<file path="src/rtl/fc_act_loader.sv">
// Streams WIDTH-bit activations into a parallel IN-entry array for a combinational FC layer,
// waits SETTLE cycles, then requantizes the layer's ReLU output and hands it downstream.
module fc_act_loader #(
    parameter int unsigned WIDTH  = 8,
    parameter int unsigned IN     = 128,
    parameter int unsigned ZW     = 22,
    parameter int unsigned SETTLE = 2,
    parameter int unsigned SHIFT  = 8
) (
    input  logic                  clk,
    input  logic                  rst_n,
    input  logic                  s_valid,
    output logic                  s_ready,
    input  logic [WIDTH-1:0]      s_data,
    input  logic                  s_last,
    output logic [IN*WIDTH-1:0]   x_vec,
    input  logic [ZW-1:0]         z_in,
    output logic                  m_valid,
    input  logic                  m_ready,
    output logic [WIDTH-1:0]      m_data,
    output logic                  err_len
);

    localparam int unsigned IW = (IN > 1) ? $clog2(IN) : 1;
    localparam int unsigned CW = (SETTLE > 1) ? $clog2(SETTLE) : 1;
    localparam logic [IW-1:0] IDX_LAST = IW'(IN - 1);
    localparam logic [CW-1:0] CNT_INIT = CW'(SETTLE - 1);
    localparam logic [ZW-1:0] SAT_MAX  = ZW'((64'd1 << WIDTH) - 64'd1);

    typedef enum logic [1:0] {LOAD, WAIT, OUT} state_t;

    state_t                state_q, state_d;
    logic [IW-1:0]         idx_q, idx_d;
    logic [CW-1:0]         cnt_q, cnt_d;
    logic [IN*WIDTH-1:0]   buf_q, buf_d;
    logic [WIDTH-1:0]      m_data_q, m_data_d;
    logic                  err_q, err_d;
    logic                  s_ready_q, s_ready_d;
    logic                  m_valid_q, m_valid_d;
    logic [ZW-1:0]         z_shift;
    logic [WIDTH-1:0]      q_c;

    // Requantize: clamp negatives to zero, shift down, saturate to WIDTH bits.
    always_comb begin
        z_shift = z_in >> SHIFT;
        if (z_in[ZW-1]) begin
            q_c = '0;
        end else if (z_shift > SAT_MAX) begin
            q_c = '1;
        end else begin
            q_c = z_shift[WIDTH-1:0];
        end
    end

    always_comb begin
        state_d  = state_q;
        idx_d    = idx_q;
        cnt_d    = cnt_q;
        buf_d    = buf_q;
        m_data_d = m_data_q;
        err_d    = 1'b0;
        case (state_q)
            LOAD: begin
                if (s_valid && s_ready_q) begin
                    buf_d[int'(idx_q)*WIDTH +: WIDTH] = s_data;
                    if (idx_q == IDX_LAST) begin
                        // A full frame is processed even when s_last is missing; only flagged.
                        idx_d   = '0;
                        cnt_d   = CNT_INIT;
                        state_d = WAIT;
                        err_d   = ~s_last;
                    end else if (s_last) begin
                        idx_d = '0;
                        err_d = 1'b1;
                    end else begin
                        idx_d = idx_q + 1'b1;
                    end
                end
            end
            WAIT: begin
                if (cnt_q == '0) begin
                    m_data_d = q_c;
                    state_d  = OUT;
                end else begin
                    cnt_d = cnt_q - 1'b1;
                end
            end
            OUT: begin
                if (m_ready) begin
                    state_d = LOAD;
                end
            end
            default: state_d = LOAD;
        endcase
        s_ready_d = (state_d == LOAD);
        m_valid_d = (state_d == OUT);
    end

    always_ff @(posedge clk or negedge rst_n) begin
        if (!rst_n) begin
            state_q   <= LOAD;
            idx_q     <= '0;
            cnt_q     <= '0;
            buf_q     <= '0;
            m_data_q  <= '0;
            err_q     <= 1'b0;
            s_ready_q <= 1'b1;
            m_valid_q <= 1'b0;
        end else begin
            state_q   <= state_d;
            idx_q     <= idx_d;
            cnt_q     <= cnt_d;
            buf_q     <= buf_d;
            m_data_q  <= m_data_d;
            err_q     <= err_d;
            s_ready_q <= s_ready_d;
            m_valid_q <= m_valid_d;
        end
    end

    assign s_ready = s_ready_q;
    assign m_valid = m_valid_q;
    assign m_data  = m_data_q;
    assign err_len = err_q;
    assign x_vec   = buf_q;

endmodule
</file>
<file path="config.mk">
export PLATFORM = sky130hd
export DESIGN_NAME = fc_act_loader
export DESIGN_NICKNAME = d
export VERILOG_FILES = /design/src/rtl/fc_act_loader.sv
export SDC_FILE = /design/constraint.sdc
export NUM_CORES = 1
export LEC_CHECK = 0
export ABC_AREA = 1
export BUFFER_PORTS_ARGS = -buffer_cell sky130_fd_sc_hd__clkbuf_2
export CAP_MARGIN = 5
export CORE_AREA = 4 4 411 413
export CTS_CLUSTER_SIZE = 10
export DETAILED_ROUTE_END_ITERATION = 6
export DIE_AREA = 0 0 415 417
export GPL_TIMING_DRIVEN = 0
export HOLD_SLACK_MARGIN = 0.03
export RECOVER_POWER = 50
export SYNTH_ARGS = -nofsm -noshare
export SYNTH_HDL_FRONTEND = slang
export SYNTH_SLANG_ARGS = --single-unit
</file>
<file path="constraint.sdc">
create_clock -name clk -period 3.37 [get_ports clk]
set_input_delay 0.5055 -clock clk [delete_from_list [all_inputs] [get_ports clk]]
set_output_delay 0.5055 -clock clk [all_outputs]
set_load 0.05 [all_outputs]
</file>
==> metrics.md, run 1 <==
| Metric | Value |
|---|---|
| Worst skew pair latency | `810 ps` |
| Mapped Area | `45400 um2` |
| VDD IR-drop max | `0.671 mV` |
| Die Span X | `415 um` |
| Status | `complete, no violations` |
| Top post-synthesis cells by area | `dfrtp_1 57%, nand2_1 20%, nand4_1 6.5%` |
| Row Count | `149` |
| Xor and xnor fraction of the mapped netlist area | `0.0358%` |
| Post-route cell area | `60000 um2` |
| Global-route wire length before repair | `375 mm` |
| Post-Layout Cell Count | `9155` |
| Post-layout min period | `3360 ps` |
| Endpoint class of the critical path | `flip-flop` |
| Initial antenna violation count | `20` |
| Arrival time worst endpoint | `4040 ps` |
| Fmax | `298 MHz` |
| Count leader, synth | `nand2_1` |
| Cells after synthesis | `5543` |
| Remaining DRCs | `0` |
| GRT overflow | `0` |
| Adder-cell area share of the yosys netlist | `0.0826%` |
| CTS Buf Count | `131` |
| Syn nets | `5581` |
| FF+latch count, synth | `1045` |
| CP Launch Type | `flip-flop` |
| Post-synth top cells | `2415 x nand2_1, 1044 x dfrtp_1, 475 x nand4_1` |
| Pleak | `30.3 nW` |
| Sequential cell area fraction in the yosys report | `57.6%` |
| Post-synthesis mux area share | `0%` |
| GRT Total Usage | `31.1%` |
| Clk Tree Root Cell | `clkbuf_16` |
| Setup TNS | `0 ps` |
| Compound-Gate Fraction of Synth Area | `2.38%` |
| Core area | `165000 um2` |
| Largest family of logic cells by synthesized area | `simple AND/OR/NAND/NOR gates` |
| H-tree depth | `4` |
| FFs w/ async S/R, synth | `100%` |
| Port Buffer Count | `1061` |
| RR Startpoint | `idx_q[0]$_DFFE_PN0P_` |
| Library cells used by synthesis | `32` |
| Most used cell along the critical path | `nand2_1` |
| I/O pin count | `1070` |
| Chip Height | `417 um` |
| Vias in the first global route | `46100` |
| Initial Utilization | `27.6%` |
| Post-placement cell count | `8804` |
| DPL Wire Length | `219 mm` |
| Layout Utilization | `36.4%` |
| Cells along the critical path | `buf_4, inv_4, nand3_1, nand2_1, nand2_1, inv_2, buf_2, clkbuf_4, buf_2, nor2_2, nand3_1, nor2_1, nand2_1, nand2_1` |
| Post-synthesis simple-gate area fraction | `35.9%` |
| Share of the synthesized area in the top cell type | `57.5%` |
| Syn_area_per_cell | `8.20 um2` |
| Final Setup Violations | `0` |
| CTS tree | `yes` |
| Fillers | `17800` |
| CP delay by family, top | `buffers and inverters` |
| Crit Path Max Fanout | `10` |
| Sequential cell area | `26200 um2` |
| Biggest cell delay along the critical path | `610 ps` |
| Routed vias | `48600` |
| DR vias/cell | `5.30` |
| Period Utilization, post-route | `99.6%` |
| Share of cells above drive strength 1 | `13.3%` |
| Multi-input combinational cell area | `19100 um2` |
| R2r setup slk | `10 ps` |
| Ys Warns | `0` |
| Crit path to | `x_vec[477]$_DFFE_PN0P_` |
| Largest net degree at the start of global routing | `113` |
| Pwr dens | `616 nW/um2` |
| Worst path bufs/invs | `6` |
| Hold crit path type | `in2reg` |
| Crit. Startpoint | `idx_q[0]$_DFFE_PN0P_` |
| Slew Viols, Final | `0` |
| Buffer depth of the longest clock path | `3` |
| Setup CP Type | `reg2reg` |
| Worst r2r path cells | `14` |
| Fin Clk Skew | `45.4 ps` |
| Pwr Total | `37.0 mW` |
| Clk pin slew, worst setup/hold paths | `60 ps` |
| Final #Nets | `6935` |
| Number of flops mapped to enable cells by yosys | `0` |
| DR iter-0 viols | `5348` |
| CTS sink cnt | `1045` |
| Top_reg_cell synth | `dfrtp_1` |
| Post-DRT Antenna Nets | `0` |
| Total wire length | `280 mm` |
| Worst Path Required | `4050 ps` |
| RR Endpoint | `x_vec[477]$_DFFE_PN0P_` |
| Slew HR | `26.5%` |
| Pin slew with the least headroom to its limit | `1100 ps` |
| Critical path depth in cells | `14` |
| Fin. Hold Viols | `0` |
| Full die area | `173000 um2` |
| Cell Area, Placed | `53800 um2` |
| DR pass1 iterations | `6` |
| Synth area leader | `dfrtp_1` |
| CP max stage cell | `buf_2` |
| Area added between synthesis and finish | `32.1%` |
| RD Place Congestion | `0.962` |
| Maxcap violations | `0` |
| Routed WL per cell | `30.6 um` |
routing by layer:
| layer | vias to the layer above | routed length, um | GRT usage (%) |
|---|---|---|---|
| li1 | 20900 | - | - |
| met1 | 24100 | 101000 | 35.6 |
| met2 | 2769 | 132000 | 51.4 |
| met3 | 765 | 24300 | 8.21 |
| met4 | 2 | 23200 | 20.1 |
| met5 | - | 13 | 0 |
layout by cell type, fill, tap and decap left out, types with 3 or more instances in the layout:
| cell | netlist | final |
|---|---|---|
| nand2_1 | 2415 | 2358 |
| clkbuf_1 | 165 | 1126 |
| dfrtp_1 | 1044 | 1044 |
| nand4_1 | 475 | 475 |
| nand3_1 | 345 | 312 |
| nor2_1 | 451 | 307 |
| o21ai_0 | 185 | 185 |
| buf_4 | 2 | 151 |
| clkbuf_16 | 0 | 137 |
| inv_1 | 125 | 124 |
| clkbuf_2 | 0 | 106 |
| nor2_4 | 2 | 93 |
| nor2_2 | 33 | 86 |
| buf_2 | 105 | 73 |
| nand2_2 | 3 | 55 |
| nor3_1 | 84 | 44 |
| clkbuf_4 | 0 | 34 |
| nor3_2 | 7 | 33 |
| nand3_4 | 0 | 24 |
| o21ai_1 | 19 | 19 |
| nor3_4 | 2 | 16 |
| buf_16 | 0 | 14 |
| clkbuf_8 | 0 | 13 |
| buf_12 | 0 | 13 |
| buf_6 | 1 | 13 |
| dlygate4sd3_1 | 0 | 13 |
| nand3_2 | 2 | 11 |
| diode_2 | 0 | 9 |
| buf_1 | 43 | 8 |
| inv_6 | 0 | 7 |
| inv_2 | 10 | 7 |
| a21oi_1 | 6 | 6 |
| nand2_4 | 0 | 5 |
| clkdlybuf4s15_2 | 0 | 5 |
| nor4_1 | 4 | 4 |
| clkinv_8 | 0 | 4 |
| bufinv_16 | 0 | 4 |
| inv_4 | 0 | 3 |
| o22ai_1 | 3 | 3 |
report_power, final:
part / total [mW] / switching (mW) / internal (mW)
logic: 10.8 / 9.07 / 1.74
registers: 12.7 / 0.0766 / 12.7
clock network: 13.4 / 5.66 / 7.78
total: 37.0 / 14.8 / 22.2
logic make-up after synthesis:
logic type	count (synthesis)
AOI/OAI and AO/OA	215
xor gates and xnor gates	1
adders and majority gates	3
buffers and inverters	453
DFF	1045
and+or+nand+nor	3826
through the flow:
| stage | hold slack [ps] | setup WS, ps |
|---|---|---|
| 2_1_floorplan | 210 | 389 |
| 3_3_place_gp | 458 | -24490 |
| 3_5_place_dp | 462 | -1820 |
| 4_1_cts | 55.4 | -40.1 |
| 5_1_grt | 134 | -2.05 |
| 6_report | 128 | 12.4 |
timing repair:
action,CTS,global route
hold buffers,13,0
setup endpoints to repair,1024,1012
hold endpoints to repair,101,0
gates resized for setup,600,146
setup buffers,119,14
gates cloned,1,2
pin swaps,82,14
area by class of cell:
type | count | area share, %
antenna | 9 | 0.0375
buffer | 316 | 3.20
clock buffer | 173 | 6.03
clock inverter | 20 | 0.490
inverter | 137 | 0.898
multi-input combinational | 4045 | 31.8
sequential | 1045 | 43.6
tap | 2189 | 4.56
timing repair buffer | 1221 | 9.42
tightest hold or removal path: cells and delay by family:
family	cells	cell delay, ps
simple gates	2	140
compound gates	1	140
buf+inv	1	80
sequential cells by signal, indices dropped and copies added (netlist names):
signal	flops
idx_q	7
err_len	1
state_q	2
m_valid	1
cnt_q	1
s_ready	1
x_vec	1024
m_data	8
worst min path at each step:
stage,startpoint,to,cells after the start
2_1_floorplan,rst_n,cnt_q$_DFFE_PN0P_,0
6_report,s_valid,cnt_q$_DFFE_PN0P_,4
5_1_grt,s_data[7],x_vec[7]$_DFFE_PN0P_,3
3_5_place_dp,x_vec[278]$_DFFE_PN0P_,x_vec[278]$_DFFE_PN0P_,2
3_3_place_gp,x_vec[486]$_DFFE_PN0P_,x_vec[486]$_DFFE_PN0P_,2
4_1_cts,s_data[7],x_vec[7]$_DFFE_PN0P_,3
(Power assumes the default switching activity.)
==> inputs of run 2 (changes only) <==
- CORE_AREA: 4 4 411 413 -> 4 4 419 421
- DIE_AREA: 0 0 415 417 -> 0 0 423 425
==> run 2 against run 1 <==
Compared with the run above:
- the flow now finishes with violations (max-slew violations, negative setup slack)
- non-clock buffer count decreased by 15
- sequential share of layout area shrank 0.080 points
- largest power group unchanged
- via count decreased by 0.25%
- flip-flop and latch count is the same
- sequential power hardly changed
- worst setup slack lost 37 ps
- global-route usage shrank 0.50 points
- highest routed layer is now met4
- utilization decreased by 1.3 points
- register-to-register slack got worse by 40 ps
- critical path depth shrank 1
- critical endpoint is now x_vec[367]$_DFFE_PN0P_
- critical path type unchanged
==> metrics.md, run 2 (synthesis results as in run 1) <==
| Metric | Value |
|---|---|
| Dpl ws | `-1880 ps (was -1820 ps)` |
| Fmax | `295 MHz (was 298 MHz)` |
| Vias in the first global route | `47000 (was 46100)` |
| DPL Wire Length | `222 mm (was 219 mm)` |
| GRT Total Usage | `30.6% (was 31.1%)` |
| Post-layout min period | `3390 ps (was 3360 ps)` |
| CTS Buf Count | `132 (was 131)` |
| Final Setup Violations | `2 (was 0)` |
| Worst skew pair latency | `800 ps (was 810 ps)` |
| Post-placement cell count | `8925 (was 8804)` |
| Global-route wire length before repair | `383 mm (was 375 mm)` |
| Biggest cell delay along the critical path | `390 ps (was 610 ps)` |
| Fillers | `18400 (was 17800)` |
| H-tree depth | `4 (unchanged)` |
| Endpoint class of the critical path | `flip-flop (unchanged)` |
| Final #Nets | `6921 (was 6935)` |
| Pin slew with the least headroom to its limit | `1550 ps (was 1100 ps)` |
| Full die area | `180000 um2 (was 173000 um2)` |
| RD Place Congestion | `0.966 (was 0.962)` |
| Crit Path Max Fanout | `10 (unchanged)` |
| I/O pin count | `1070 (unchanged)` |
| Hold crit path type | `in2reg (unchanged)` |
| Pleak | `30.3 nW (about the same)` |
| Routed vias | `48400 (was 48600)` |
| CP Launch Type | `flip-flop (unchanged)` |
| Max reg flops | `1024 (unchanged)` |
| Commonest non-fill, non-tap cell in the layout | `nand2_1 (unchanged)` |
| Chip Height | `425 um (was 417 um)` |
| Hold path start | `z_in[11] (was s_valid)` |
| WHS Endpoint | `m_data[3]$_DFFE_PN0P_ (was cnt_q$_DFFE_PN0P_)` |
| Cells along the critical path | `buf_4, inv_4, buf_6, ha_2, nand2_1, nand2_2, buf_2, nand4_1, nor2_4, nand2_1, nor2_2, nand2_1, nand2_1 (was buf_4, inv_4, nand3_1, nand2_1, nand2_1, inv_2, buf_2, clkbuf_4, buf_2, nor2_2, nand3_1, nor2_1, nand2_1, nand2_1)` |
| Hold path depth | `3 (was 4)` |
| Total wire length | `284 mm (was 280 mm)` |
| Arrival time worst endpoint | `4100 ps (was 4040 ps)` |
| Period Utilization, post-route | `101% (was 99.6%)` |
| RR Startpoint | `idx_q[0]$_DFFE_PN0P_ (unchanged)` |
| Clk Tree Root Cell | `clkbuf_16 (unchanged)` |
| Buffer depth of the longest clock path | `3 (unchanged)` |
| Die Span X | `423 um (was 415 um)` |
| Post-DRT Antenna Nets | `0 (unchanged)` |
| Initial Utilization | `26.5% (was 27.6%)` |
| Clk pin slew, worst setup/hold paths | `60 ps (about the same)` |
| Remaining DRCs | `0 (unchanged)` |
| CTS tree | `yes (unchanged)` |
| Port Buffer Count | `1061 (unchanged)` |
| Maxcap violations | `0 (unchanged)` |
| Worst r2r path cells | `13 (was 14)` |
| Share of cells above drive strength 1 | `13.8% (was 13.3%)` |
| Cell Area, Placed | `54000 um2 (was 53800 um2)` |
| Fin Clk Skew | `33.0 ps (was 45.4 ps)` |
| CP max stage cell | `dfrtp_1 (was buf_2)` |
| Post-route cell area | `60200 um2 (was 60000 um2)` |
| Most used cell along the critical path | `nand2_1 (unchanged)` |
| Slew HR | `-3.04% (was 26.5%)` |
| Largest net degree at the start of global routing | `112 (was 113)` |
| Initial antenna violation count | `12 (was 20)` |
| Final hold slack | `107 ps (was 128 ps)` |
| DR iter-0 viols | `5308 (was 5348)` |
| DR pass1 iterations | `7 (was 6)` |
| Setup CP Type | `reg2reg (unchanged)` |
| R2r setup slk | `-20 ps (was 10 ps)` |
| Core area | `171000 um2 (was 165000 um2)` |
| Row Count | `152 (was 149)` |
| Fin. Hold Viols | `0 (unchanged)` |
| Pwr dens | `617 nW/um2 (was 616 nW/um2)` |
| VDD IR-drop max | `0.601 mV (was 0.671 mV)` |
| GRT overflow | `0 (unchanged)` |
| Most frequent cells in the layout | `2348 x nand2_1, 1103 x clkbuf_1, 1044 x dfrtp_1 (was 2358 x nand2_1, 1126 x clkbuf_1, 1044 x dfrtp_1)` |
| Routed WL per cell | `30.7 um (was 30.6 um)` |
| Post-Layout Cell Count | `9263 (was 9155)` |
| Worst Path Required | `4080 ps (was 4050 ps)` |
| Failing checks | `max-slew violations, negative setup slack` |
| RSZ-0062 raised after global routing | `true` |
| Setup ws final | `-24.7 ps (was 12.4 ps)` |
| DR vias/cell | `5.23 (was 5.30)` |
| CTS sink cnt | `1045 (unchanged)` |
| Slew Viols, Final | `71 (was 0)` |
| Area added between synthesis and finish | `32.4% (was 32.1%)` |
| RR Endpoint | `x_vec[367]$_DFFE_PN0P_ (was x_vec[477]$_DFFE_PN0P_)` |
| Status | `finished, violations left (was complete, no violations)` |
[run 2: metal layers]
layer | wire length, um | vias up | part of all wire (%) | track usage [%]
met1 | 103000 | 24100 | 36 | 34.8
li1 | - | 20900 | - | -
met4 | 27700 | 0 | 9.7 | 23.6
met5 | 0 | - | 0 | 0
met2 | 130000 | 2733 | 46 | 49.4
met3 | 23600 | 765 | 8.3 | 7.56
[run 2: how the worst max path moves through the flow]
| stage | cells past startpoint | from | end |
|---|---|---|---|
| global route | 14 | idx_q[0]$_DFFE_PN0P_ | x_vec[339]$_DFFE_PN0P_ |
| floorplan | 15 | idx_q[0]$_DFFE_PN0P_ | x_vec[928]$_DFFE_PN0P_ |
| CTS | 13 | idx_q[0]$_DFFE_PN0P_ | x_vec[156]$_DFFE_PN0P_ |
| finish | 13 | idx_q[0]$_DFFE_PN0P_ | x_vec[367]$_DFFE_PN0P_ |
| detailed placement | 16 | idx_q[0]$_DFFE_PN0P_ | x_vec[429]$_DFFE_PN0P_ |
| global placement | 1 | rst_n | x_vec[975]$_DFFE_PN0P_ |
[run 2: where the power goes]
group / internal [mW] / switching, mW / leakage, nW
Combinational: 1.67 / 9.15 / 13.9
Sequential: 12.7 / 0.0747 / 14.5
Clock: 7.83 / 5.72 / 1.91
[run 2: critical path, delay by kind of cell, from the launching register on]
kind / cells / cell delay (ps)
fa+ha+maj: 1 / 230
buf+inv: 4 / 820
simple gates: 8 / 1840
flops: 1 / 390
[run 2: area by class of cell]
| cell class | count | area (um2) | area share (%) |
|---|---|---|---|
| inverters | 137 | 539 | 0.896 |
| clock buffers | 171 | 3640 | 6.05 |
| repair buffers | 1206 | 5510 | 9.15 |
| flip-flops and latches | 1045 | 26200 | 43.5 |
| clock inverters | 23 | 305 | 0.507 |
| plain buffers | 316 | 1920 | 3.19 |
| multi-input cells | 4045 | 19200 | 31.9 |
| well taps | 2310 | 2890 | 4.80 |
| diodes | 10 | 25.0 | 0.0416 |
[run 2: through the flow]
step | setup TNS, ps | total power [mW] | utilization [%]
after floorplan | 0 | 16.9 | -
after global placement | - | 21.9 | 31.3
after detailed placement | -1335230 | 22.0 | 31.5
after CTS | -59.8 | 36.8 | 35.6
after global routing | -53.7 | 38.0 | 35.1
final | -29.5 | 37.1 | 35.1
[run 2: timing repair]
action,in CTS,in global routing
cloned,2,1
pin swaps,80,16
hold endpoints to repair,98,0
resized for setup,618,154
setup endpoints to repair,1024,1021
hold buffers,11,0
setup buffers,108,12
